[src/rtl/mem_pkg.sv]
// Shared sizing constants and word/address types for the 32 x 8 test memory.
package mem_pkg;

  localparam int ADDR_W = 5;
  localparam int DATA_W = 8;
  localparam int DEPTH  = 2 ** ADDR_W;

  typedef logic [ADDR_W-1:0] addr_t;
  typedef logic [DATA_W-1:0] data_t;

endpackage : mem_pkg

[src/rtl/modport_mem_array.sv]
// Resettable DEPTH x DATA_W register array with one write port and a
// combinational read tap. The array has to clear completely on reset, so it is
// built from flops rather than block RAM.
module modport_mem_array
  import mem_pkg::*;
(
  input  logic  clk,
  input  logic  rst_n,
  input  logic  we,
  input  addr_t waddr,
  input  data_t wdata,
  input  addr_t raddr,
  output data_t rdata
);

  data_t            mem_q [DEPTH];
  data_t            mem_d [DEPTH];
  logic [DEPTH-1:0] word_sel;

  // One-hot write decode, one select line per word.
  genvar gi;
  generate
    for (gi = 0; gi < DEPTH; gi++) begin : g_sel
      assign word_sel[gi] = we && (waddr == addr_t'(gi));
    end
  endgenerate

  // Next-state: every word holds unless its select line is active.
  always_comb begin
    for (int i = 0; i < DEPTH; i++) begin
      mem_d[i] = word_sel[i] ? wdata : mem_q[i];
    end
  end

  // Storage, cleared asynchronously so a reset mid-write discards that write.
  always_ff @(posedge clk or negedge rst_n) begin
    if (!rst_n) begin
      for (int i = 0; i < DEPTH; i++) begin
        mem_q[i] <= '0;
      end
    end else begin
      for (int i = 0; i < DEPTH; i++) begin
        mem_q[i] <= mem_d[i];
      end
    end
  end

  // The read tap shows the pre-edge contents, which gives read-first behaviour.
  assign rdata = mem_q[raddr];

endmodule : modport_mem_array

[src/rtl/modport_mem.sv]
// Single-port 32 x 8 memory for the memory-test master. Reads are registered
// with one cycle of latency. A simultaneous read and write returns the old word
// and then stores the new one.
module modport_mem
  import mem_pkg::*;
(
  input  logic              clk,
  input  logic              rst_n,
  input  logic              read,
  input  logic              write,
  input  logic [ADDR_W-1:0] addr,
  input  logic [DATA_W-1:0] data_in,
  output logic [DATA_W-1:0] data_out
);

  data_t rd_word;
  data_t data_out_q;
  data_t data_out_d;

  modport_mem_array u_array (
    .clk   (clk),
    .rst_n (rst_n),
    .we    (write),
    .waddr (addr),
    .wdata (data_in),
    .raddr (addr),
    .rdata (rd_word)
  );

  // Capture the addressed word on a read. Otherwise the output holds.
  always_comb begin
    data_out_d = data_out_q;
    if (read) begin
      data_out_d = rd_word;
    end
  end

  // Output register. It is cleared immediately on reset.
  always_ff @(posedge clk or negedge rst_n) begin
    if (!rst_n) begin
      data_out_q <= '0;
    end else begin
      data_out_q <= data_out_d;
    end
  end

  assign data_out = data_out_q;

endmodule : modport_mem

[config.mk]
export PLATFORM = sky130hd
export DESIGN_NAME = modport_mem
export DESIGN_NICKNAME = d
export VERILOG_FILES = /design/src/rtl/mem_pkg.sv /design/src/rtl/modport_mem_array.sv /design/src/rtl/modport_mem.sv
export SDC_FILE = /design/constraint.sdc
export NUM_CORES = 1
export LEC_CHECK = 0
export ABC_AREA = 1
export CAP_MARGIN = 20
export CORE_MARGIN = 2
export CORE_UTILIZATION = 55
export CTS_BUF_LIST = sky130_fd_sc_hd__clkbuf_16
export DETAILED_ROUTE_END_ITERATION = 7
export PLACE_DENSITY = 0.83
export SLEW_MARGIN = 25
export SYNTH_ARGS = -nofsm -noshare
export SYNTH_HDL_FRONTEND = slang
export SYNTH_SLANG_ARGS = --single-unit
[constraint.sdc]
create_clock -name clk -period 1 [get_ports clk]
set_clock_uncertainty 0.05 [all_clocks]
set_input_delay 0.1 -clock clk [delete_from_list [all_inputs] [get_ports clk]]
set_output_delay 0.1 -clock clk [all_outputs]
set_load 0.05 [all_outputs]
==> flow_summary.toml, run 1 <==
[outcome]
status = "finished with violations"
violations = "negative hold slack, negative setup slack"

[power]
power_frac_clock = 0.348
p_per_area_nw_per_um2 = 1960
intPower_mw = 21.0
combPwrFrac = 0.185
cellLeakagePower_nw = 7.82
finalPower_mw = 29.6
ir_drop_v = 0.00171
p_switching_mw = 8.58
sw_frac_of_total = 0.290
pwr-share-seq = 0.467

[synth]
avgSynthCellArea_um2 = 7.59
ys_seq_area_frac = 0.542
synth_cells = 1604
ys_warn_count = 0
synth_top_flop_cell = "dfrtp_1"
synth_nets = 1621
syn_area_um2 = 12200
ys_ff_latch = 264
async_flop_share = 1.00
synth-edff-count = 0
ys_types = 18

[floorplan]
row_count = 54
dieWidth_um = 153
initial_core_util = 0.560
core_um2 = 21800
io_pins = 25
die_y_um = 153
die-area_um2 = 23400

[critical_path]
cp_slowest_cell = "dfrtp_2"
startpoint = "data_out[6]"
startpoint_type = "flip-flop"
crit_chain = "buf_12"
timing.rr.start = "u_array.mem_q[167]"
required_ps = 850
regToRegEndpoint = "data_out[7]"
cp_num_cells = 1
r2r_slack_ps = -290
cp_num_buf_inv = 1
r2r_cells = 10
endpoint = "data_out[6]"
worst_setup_path_end_kind = "output port"
cp_top_family = "flip-flops"
timing_worst_setup_path_type = "reg -> out"
arrival_ps = 1140
max_stage_delay_ps = 450
worst-path-max-fanout = 2

[final_layout]
antenna_cells = 0
nets = 1701
layout-drive-gt1-share = 0.156
syn_to_final_growth_pct = 23.6

[route]
wl_per_cell_um = 17.1
drc = 0
num_vias = 11200
drt-pass1-iter-count = 7
drtIter0Drc = 1214
viasPerCell = 5.62
detail_route.wirelength_mm = 33.9
antenna_left = 0

[timing]
drv_slew = 0
relSlewSlack = 0.674
rsz0062_at_grt = "true"
fin_ws_ps = -292
fin_crit_sh = 1.29
hold_violations = 10
fin_hold_ws_ps = -62.8
worst_slew_pin_slew_ps = 489
setup_violations = 37
fmax_mhz = 774
min_period_ps = 1290

[clocking]
root_buffer = "clkbuf_16"
cts_max_path_buffers = 3
path_clk_slew_ps = 60
cts_tree = "yes"
clock_latency_ps = 550
hold_buffers = 2
cts.htree.levels = 1
cts_buffers = 29
cts.sinks = 264

[global_routing]
grt-ovfl-total = 0
grt_pass1_wl_mm = 55.2
grt_usage = 0.291
grt_pass1_vias = 10700
grt_start_max_net_pins = 70
antenna_found_initial = 0

[placed_design]
gp_congestion = 0.898
hpwl_mm = 21.8
io_buffers = 24
dpl_worst_slack_ps = -902

[min_path]
hold_path.class = "in -> async"

[job]
max-cap-violations = 0
==> worst min path at each step <==
stage,startpoint,to,cells past startpoint
global placement,rst_n,u_array.mem_q[242],1
detailed placement,rst_n,u_array.mem_q[242],1
floorplan,rst_n,data_out[0],0
finish,rst_n,u_array.mem_q[126],2
global route,rst_n,u_array.mem_q[126],2
CTS,rst_n,u_array.mem_q[124],3
==> layer usage <==
metal,vias to the layer above,track usage,wire length (um)
li1,5221,-,-
met1,5328,0.402,14000
met2,501,0.472,16100
met3,111,0.0417,2520
met4,0,0.113,1300
met5,-,0,0
==> metrics by stage <==
stage	cells	hold slack (ps)	util	cell area, um^2	setup TNS (ps)
2_1_floorplan	1604	-246	-	12500	-26200
3_5_place_dp	1913	-105	0.631	13700	-193150
6_report	1986	-62.8	0.692	15100	-4840
5_1_grt	1986	-44.7	0.692	15100	-8750
4_1_cts	1976	106	0.682	14800	-6880
3_3_place_gp	1913	-102	0.631	13700	-188850
==> timing repair <==
action                                 CTS  global route
gates resized for setup                 46            43
setup buffers                            7            10
endpoints found under the hold margin  264            10
pin swaps                               22            25
gates cloned                             1             1
setup endpoints to repair              272           166
==> state kept, by name, indices dropped and copies added, names as in the netlist <==
signal         count
u_array.mem_q    256
data_out           8
==> cell type report <==
type / count / area [um^2]
inverter: 23 / 123
tap: 280 / 350
multi-input combinational: 1218 / 5400
fill: 1629 / 6700
timing repair buffer: 147 / 1670
sequential: 264 / 6610
clock inverter: 24 / 183
timing repair inverter: 1 / 5.00
clock buffer: 29 / 726
==> cell usage in the layout, fill, tap and decap left out, drive strengths merged <==
cell             n
bufinv           3
clkinv          14
dlygate4sd2      2
a21oi           16
dlygate4sd3      1
clkbuf          31
clkinvlp         3
o21ai          256
clkdlybuf4s50    9
nand2          844
clkdlybuf4s15    1
buf            132
nand3           32
dfrtp          264
inv             28
nor2            70
==> synthesized netlist by cell type, types with 5 or more instances <==
library cell | count | share of area
o21ai_0 | 163 | 0.067
clkbuf_1 | 49 | 0.015
inv_1 | 13 | 0.0040
buf_1 | 5 | 0.0015
o21ai_1 | 93 | 0.038
nor2_2 | 6 | 0.0031
inv_2 | 10 | 0.0031
dfrtp_1 | 264 | 0.54
nand3_1 | 32 | 0.013
nor2_1 | 60 | 0.018
buf_4 | 5 | 0.0031
nand2_1 | 838 | 0.26
a21oi_1 | 16 | 0.0066
buf_2 | 37 | 0.015
nand2_2 | 6 | 0.0031
==> kinds of logic (layout without fill, tap and decap cells) <==
group	after synthesis	count (layout)	synth area share
simple gates	946	946	0.301
compound gates	272	272	0.112
flops	264	264	0.542
buf+inv	122	224	0.0448
==> power by group through the flow <==
| stage | logic [mW] | clock network [mW] | registers (mW) |
|---|---|---|---|
| 4_1_cts | 5.28 | 10.4 | 13.8 |
| 5_1_grt | 6.21 | 10.9 | 14.0 |
| 6_report | 5.47 | 10.3 | 13.8 |
| 3_3_place_gp | 4.88 | 0 | 13.8 |
| 3_5_place_dp | 5.09 | 0 | 13.9 |
| 2_1_floorplan | 3.16 | 0 | 13.7 |
No activity file was read; power rests on OpenSTA's default activity.
==> run 2: changes to the inputs <==
--- a/config.mk
+++ b/config.mk
@@ -11,7 +11,9 @@
 export CORE_UTILIZATION = 55
 export CTS_BUF_LIST = sky130_fd_sc_hd__clkbuf_16
 export DETAILED_ROUTE_END_ITERATION = 7
+export GPL_TIMING_DRIVEN = 1
 export PLACE_DENSITY = 0.83
+export SKIP_CTS_REPAIR_TIMING = 1
 export SLEW_MARGIN = 25
 export SYNTH_ARGS = -nofsm -noshare
 export SYNTH_HDL_FRONTEND = slang
==> constraint.sdc (replaced) <==
create_clock -name clk -period 1.15 [get_ports clk]
set_clock_uncertainty 0.05 [all_clocks]
set_input_delay 0.115 -clock clk [delete_from_list [all_inputs] [get_ports clk]]
set_output_delay 0.115 -clock clk [all_outputs]
set_load 0.05 [all_outputs]
==> run 2 against run 1 <==
Compared with the run above:
- combinational power shrank 14%
- flip-flop and latch count is the same
- clock-buffer cell count is the same
- critical path type is now reg -> reg
- global-route usage is essentially flat
- utilization shrank 1.3 points
- worst setup slack gained 93 ps
- clock power shrank 13%
- sequential power shrank 13%
- routed wire length grew 0.54%
- the flow finishes with violations (design-rule violations, negative setup slack)
- sequential share of layout area grew 0.86 points
==> flow_summary.toml, run 2 (same netlist as run 1, synthesis figures left out) <==
[critical_path]
cp_top_family = "simple AND/OR/NAND/NOR gates"
arrival_ps = 1730
worst_setup_path_end_kind = "flip-flop"
worst-path-max-fanout = 2
r2r_cells = 8
required_ps = 1530
regToRegEndpoint = "data_out[0]"
timing.rr.start = "u_array.mem_q[40]"
cp_slowest_cell = "dfrtp_1"
startpoint_type = "flip-flop"
crit_chain = "nand3_1, nand2_1, nor2_1, nor2_1, nor2_2, nand2_2, nand3_2, nand2_1"
timing_worst_setup_path_type = "reg -> reg"
cp_num_cells = 8
r2r_slack_ps = -200
max_stage_delay_ps = 390
cp_num_buf_inv = 0

[clocking]
cts_max_path_buffers = 3
root_buffer = "clkbuf_16"
path_clk_slew_ps = 60
cts_buffers = 28
cts_tree = "yes"
cts.htree.levels = 1
cts.sinks = 264
clock_latency_ps = 550

[placed_design]
place_area_um2 = 13600
dp_cells = 1905
hpwl_mm = 21.8
gp_congestion = 0.926
io_buffers = 24
dpl_worst_slack_ps = -799

[job]
max-cap-violations = 0

[final_layout]
postLayoutCellArea_um2 = 14800
syn_to_final_growth_pct = 21.3
largest_register_ffs = 256
antenna_cells = 0
nets = 1692
regMostFlops = "u_array.mem_q"
stdcell_count = 1977
nFillCells = 1676
layout-drive-gt1-share = 0.145
final_cell_mix = "nand2_1, dfrtp_1, o21ai_0, o21ai_1, buf_4"
final_util = 0.679
final_common_cell = "nand2_1"

[floorplan]
initial_core_util = 0.560
die_y_um = 153
die-area_um2 = 23400
io_pins = 25
core_um2 = 21800
row_count = 54
dieWidth_um = 153

[global_routing]
grt-ovfl-total = 0
antenna_found_initial = 0
grt_start_max_net_pins = 44
grt_pass1_wl_mm = 55.4
grt_pass1_vias = 10800
grt_usage = 0.291

[route]
detail_route.wirelength_mm = 34.1
drt-pass1-iter-count = 8
wl_per_cell_um = 17.2
drc = 2
antenna_left = 0
viasPerCell = 5.63
num_vias = 11100
drtIter0Drc = 1347

[timing]
drv_slew = 0
fin_crit_sh = 1.17
setup_violations = 16
worst_slew_pin_slew_ps = 432
min_period_ps = 1350
fin_ws_ps = -198
hold_violations = 0
fmax_mhz = 742
fin_hold_ws_ps = 21.1
relSlewSlack = 0.712
rsz0062_at_grt = "true"

[outcome]
violations = "design-rule violations, negative setup slack"
status = "finished with violations"

[power]
cellLeakagePower_nw = 7.56
p_per_area_nw_per_um2 = 1740
ir_drop_v = 0.00143

[min_path]
hold_path.class = "in -> async"
[run 2: cell count changes in the layout (fill, tap and decap cells not counted), moves of 6 or more]
cell | previous run | this run
nor2_1 | 40 | 46
o21ai_1 | 125 | 102
nor2_4 | 17 | 11
o21ai_0 | 131 | 154
nand2_2 | 25 | 32
nand2_4 | 20 | 6
nand2_1 | 798 | 806
[run 2: per-stage QoR]
| stage | total power [mW] | TNS [ps] |
|---|---|---|
| final | 25.6 | -2470 |
| after global placement | 16.2 | -147540 |
| after detailed placement | 16.5 | -153730 |
| after CTS | 25.4 | -13800 |
| after floorplan | 14.7 | -614 |
| after global routing | 26.8 | -3130 |
[run 2: area by class of cell]
type / instances / area [um^2] / area share
Inverter: 23 / 104 / 0.00703
Clock buffer: 29 / 726 / 0.0491
Sequential cell: 264 / 6610 / 0.447
Clock inverter: 23 / 181 / 0.0123
Tap cell: 280 / 350 / 0.0237
Multi-Input combinational cell: 1218 / 5230 / 0.354
Timing Repair Buffer: 140 / 1570 / 0.106
[run 2: worst max path at each step]
stage | startpoint | to | slack [ps]
after CTS | addr[2] | data_out[2] | -310
final | u_array.mem_q[40] | data_out[0] | -200
after global placement | addr[2] | data_out[6] | -800
after detailed placement | addr[2] | data_out[6] | -800
after floorplan | addr[1] | u_array.mem_q[174] | -40
after global routing | u_array.mem_q[46] | data_out[6] | -270
[run 2: power breakdown]
part | total [mW] | leakage (nW) | switching [mW] | internal, mW
Clock | 8.92 | 0.461 | 3.71 | 5.21
Sequential | 12.0 | 3.42 | 0.995 | 11.0
Combinational | 4.72 | 3.68 | 2.76 | 1.97
Total | 25.6 | 7.56 | 7.47 | 18.2
[run 2: layer usage]
layer	track usage	wire length [um]	share of wire	vias to the layer above
met5	0	0	0	-
met4	0.112	1350	0.040	0
met3	0.0400	2310	0.068	110
met2	0.490	16400	0.48	497
met1	0.387	14000	0.41	5323
li1	-	-	-	5203
==> run 3: changes to the inputs <==
--- a/config.mk
+++ b/config.mk
@@ -9,7 +9,7 @@
 export CAP_MARGIN = 20
 export CORE_MARGIN = 2
 export CORE_UTILIZATION = 55
-export CTS_BUF_LIST = sky130_fd_sc_hd__clkbuf_16
+export CTS_BUF_LIST = sky130_fd_sc_hd__clkbuf_4
 export DETAILED_ROUTE_END_ITERATION = 7
 export GPL_TIMING_DRIVEN = 1
 export PLACE_DENSITY = 0.83
==> run 3 against run 2 <==
Compared with the run above:
- the flow finishes with violations (negative hold slack, negative setup slack)
- clock-buffer cell count increased by 64
- utilization decreased by 0.58 points
- critical path type is now reg -> out
- die area stayed put
- register-to-register slack improved by 50 ps
- non-clock buffer count decreased by 3
- flip-flop and latch count stayed put
- critical path depth is 7 lower
- worst setup slack worse by 110 ps
==> flow_summary.toml, run 3 (same netlist as run 1, synthesis figures left out) <==
[outcome]
status = "finished with violations"
violations = "negative hold slack, negative setup slack"

[critical_path]
startpoint_type = "flip-flop"
cp_slowest_cell = "dfrtp_2"
timing_worst_setup_path_type = "reg -> out"
arrival_ps = 1290
worst-path-max-fanout = 2
cp_num_buf_inv = 1
required_ps = 990
crit_chain = "buf_12"
cp_num_cells = 1
r2r_cells = 10
cp_top_family = "flip-flops"
worst_setup_path_end_kind = "output port"
max_stage_delay_ps = 450

[final_layout]
layout-drive-gt1-share = 0.175
nets = 1729
regMostFlops = "u_array.mem_q"
nFillCells = 1708
final_common_cell = "nand2_1"
syn_to_final_growth_pct = 20.3
stdcell_count = 2028
largest_register_ffs = 256
final_cell_mix = "nand2_1, dfrtp_1, o21ai_0, o21ai_1, clkbuf_4"

[timing]
setup_violations = 16
fin_hold_ws_ps = -92.8
hold_violations = 30
min_period_ps = 1460
fmax_mhz = 686
fin_crit_sh = 1.27
relSlewSlack = 0.716
rsz0062_at_grt = "true"
drv_slew = 0
fin_ws_ps = -307
worst_slew_pin_slew_ps = 426

[power]
p_per_area_nw_per_um2 = 1670
sw_frac_of_total = 0.302
intPower_mw = 17.1
ir_drop_v = 0.000752
combPwrFrac = 0.190
pwr-share-seq = 0.490
cellLeakagePower_nw = 7.58
finalPower_mw = 24.5
power_frac_clock = 0.319
p_switching_mw = 7.39

[clocking]
clock_latency_ps = 690
root_buffer = "clkbuf_4"
cts.htree.levels = 3
path_clk_slew_ps = 60
cts.sinks = 264
cts_max_path_buffers = 3
cts_buffers = 68
cts_tree = "yes"

[route]
viasPerCell = 5.52
num_vias = 11200
drtIter0Drc = 1212
detail_route.wirelength_mm = 33.7
wl_per_cell_um = 16.6
antenna_left = 0
drc = 0
drt-pass1-iter-count = 8

[floorplan]
initial_core_util = 0.560
die_y_um = 153
dieWidth_um = 153
io_pins = 25
row_count = 54
die-area_um2 = 23400
core_um2 = 21800

[global_routing]
grt_pass1_vias = 11000
grtUsageMet2 = 0.476
grtUsageMet1 = 0.385
met3_usage = 0.0573
grt_usage = 0.293
busiest_layer = "met2"
grt_pass1_wl_mm = 55.3
antenna_found_initial = 1
grt_start_max_net_pins = 44
grt-ovfl-total = 0

[placed_design]
io_buffers = 24
gp_congestion = 0.926
hpwl_mm = 21.8
dp_cells = 1905

[min_path]
hold_path.class = "in -> async"

[job]
max-cap-violations = 0
-- run 3: layout make-up --
cell class                 count  area (um^2)  area share
sequential                   264         6610       0.451
tap                          280          350      0.0239
multi-input combinational   1218         5240       0.358
clock buffer                  93          698      0.0477
inverter                      23          104     0.00709
antenna                        2         5.00    0.000342
timing repair buffer         137         1540       0.105
clock inverter                11         95.1     0.00649
-- run 3: power groups by stage --
stage,Combinational (mW),Clock (mW),Sequential (mW)
floorplan,2.72,0,11.9
global placement,4.21,0,12.0
detailed placement,4.40,0,12.1
CTS,4.44,7.94,11.9
global route,5.27,8.40,12.2
finish,4.65,7.81,12.0
-- run 3: layer usage --
metal / part of all wire / wire (um) / vias up
met5: 0 / 0 / -
li1: - / - / 5303
met4: 0.034 / 1160 / 0
met1: 0.41 / 14000 / 5329
met2: 0.48 / 16200 / 482
met3: 0.072 / 2440 / 84
-- run 3: per-stage QoR --
step,worst slack [ps],area [um^2],TNS [ps],utilization
detailed placement,-799,13600,-153730,0.625
global route,-336,14600,-4100,0.673
global placement,-802,13600,-147540,0.625
CTS,-350,14400,-3680,0.661
floorplan,-44.3,12400,-614,-
finish,-307,14600,-3240,0.673
-- run 3: path summary, 6_finish.rpt --
kind | to | slack (ps) | start
max | data_out[5] | -310 | data_out[5]
min | u_array.mem_q[105] | -90 | rst_n
max reg2reg | data_out[7] | -150 | u_array.mem_q[87]
min reg2reg | u_array.mem_q[178] | 440 | u_array.mem_q[178]
max in group asynchronous | u_array.mem_q[179] | 560 | rst_n
min in group clk | data_out[0] | 160 | read
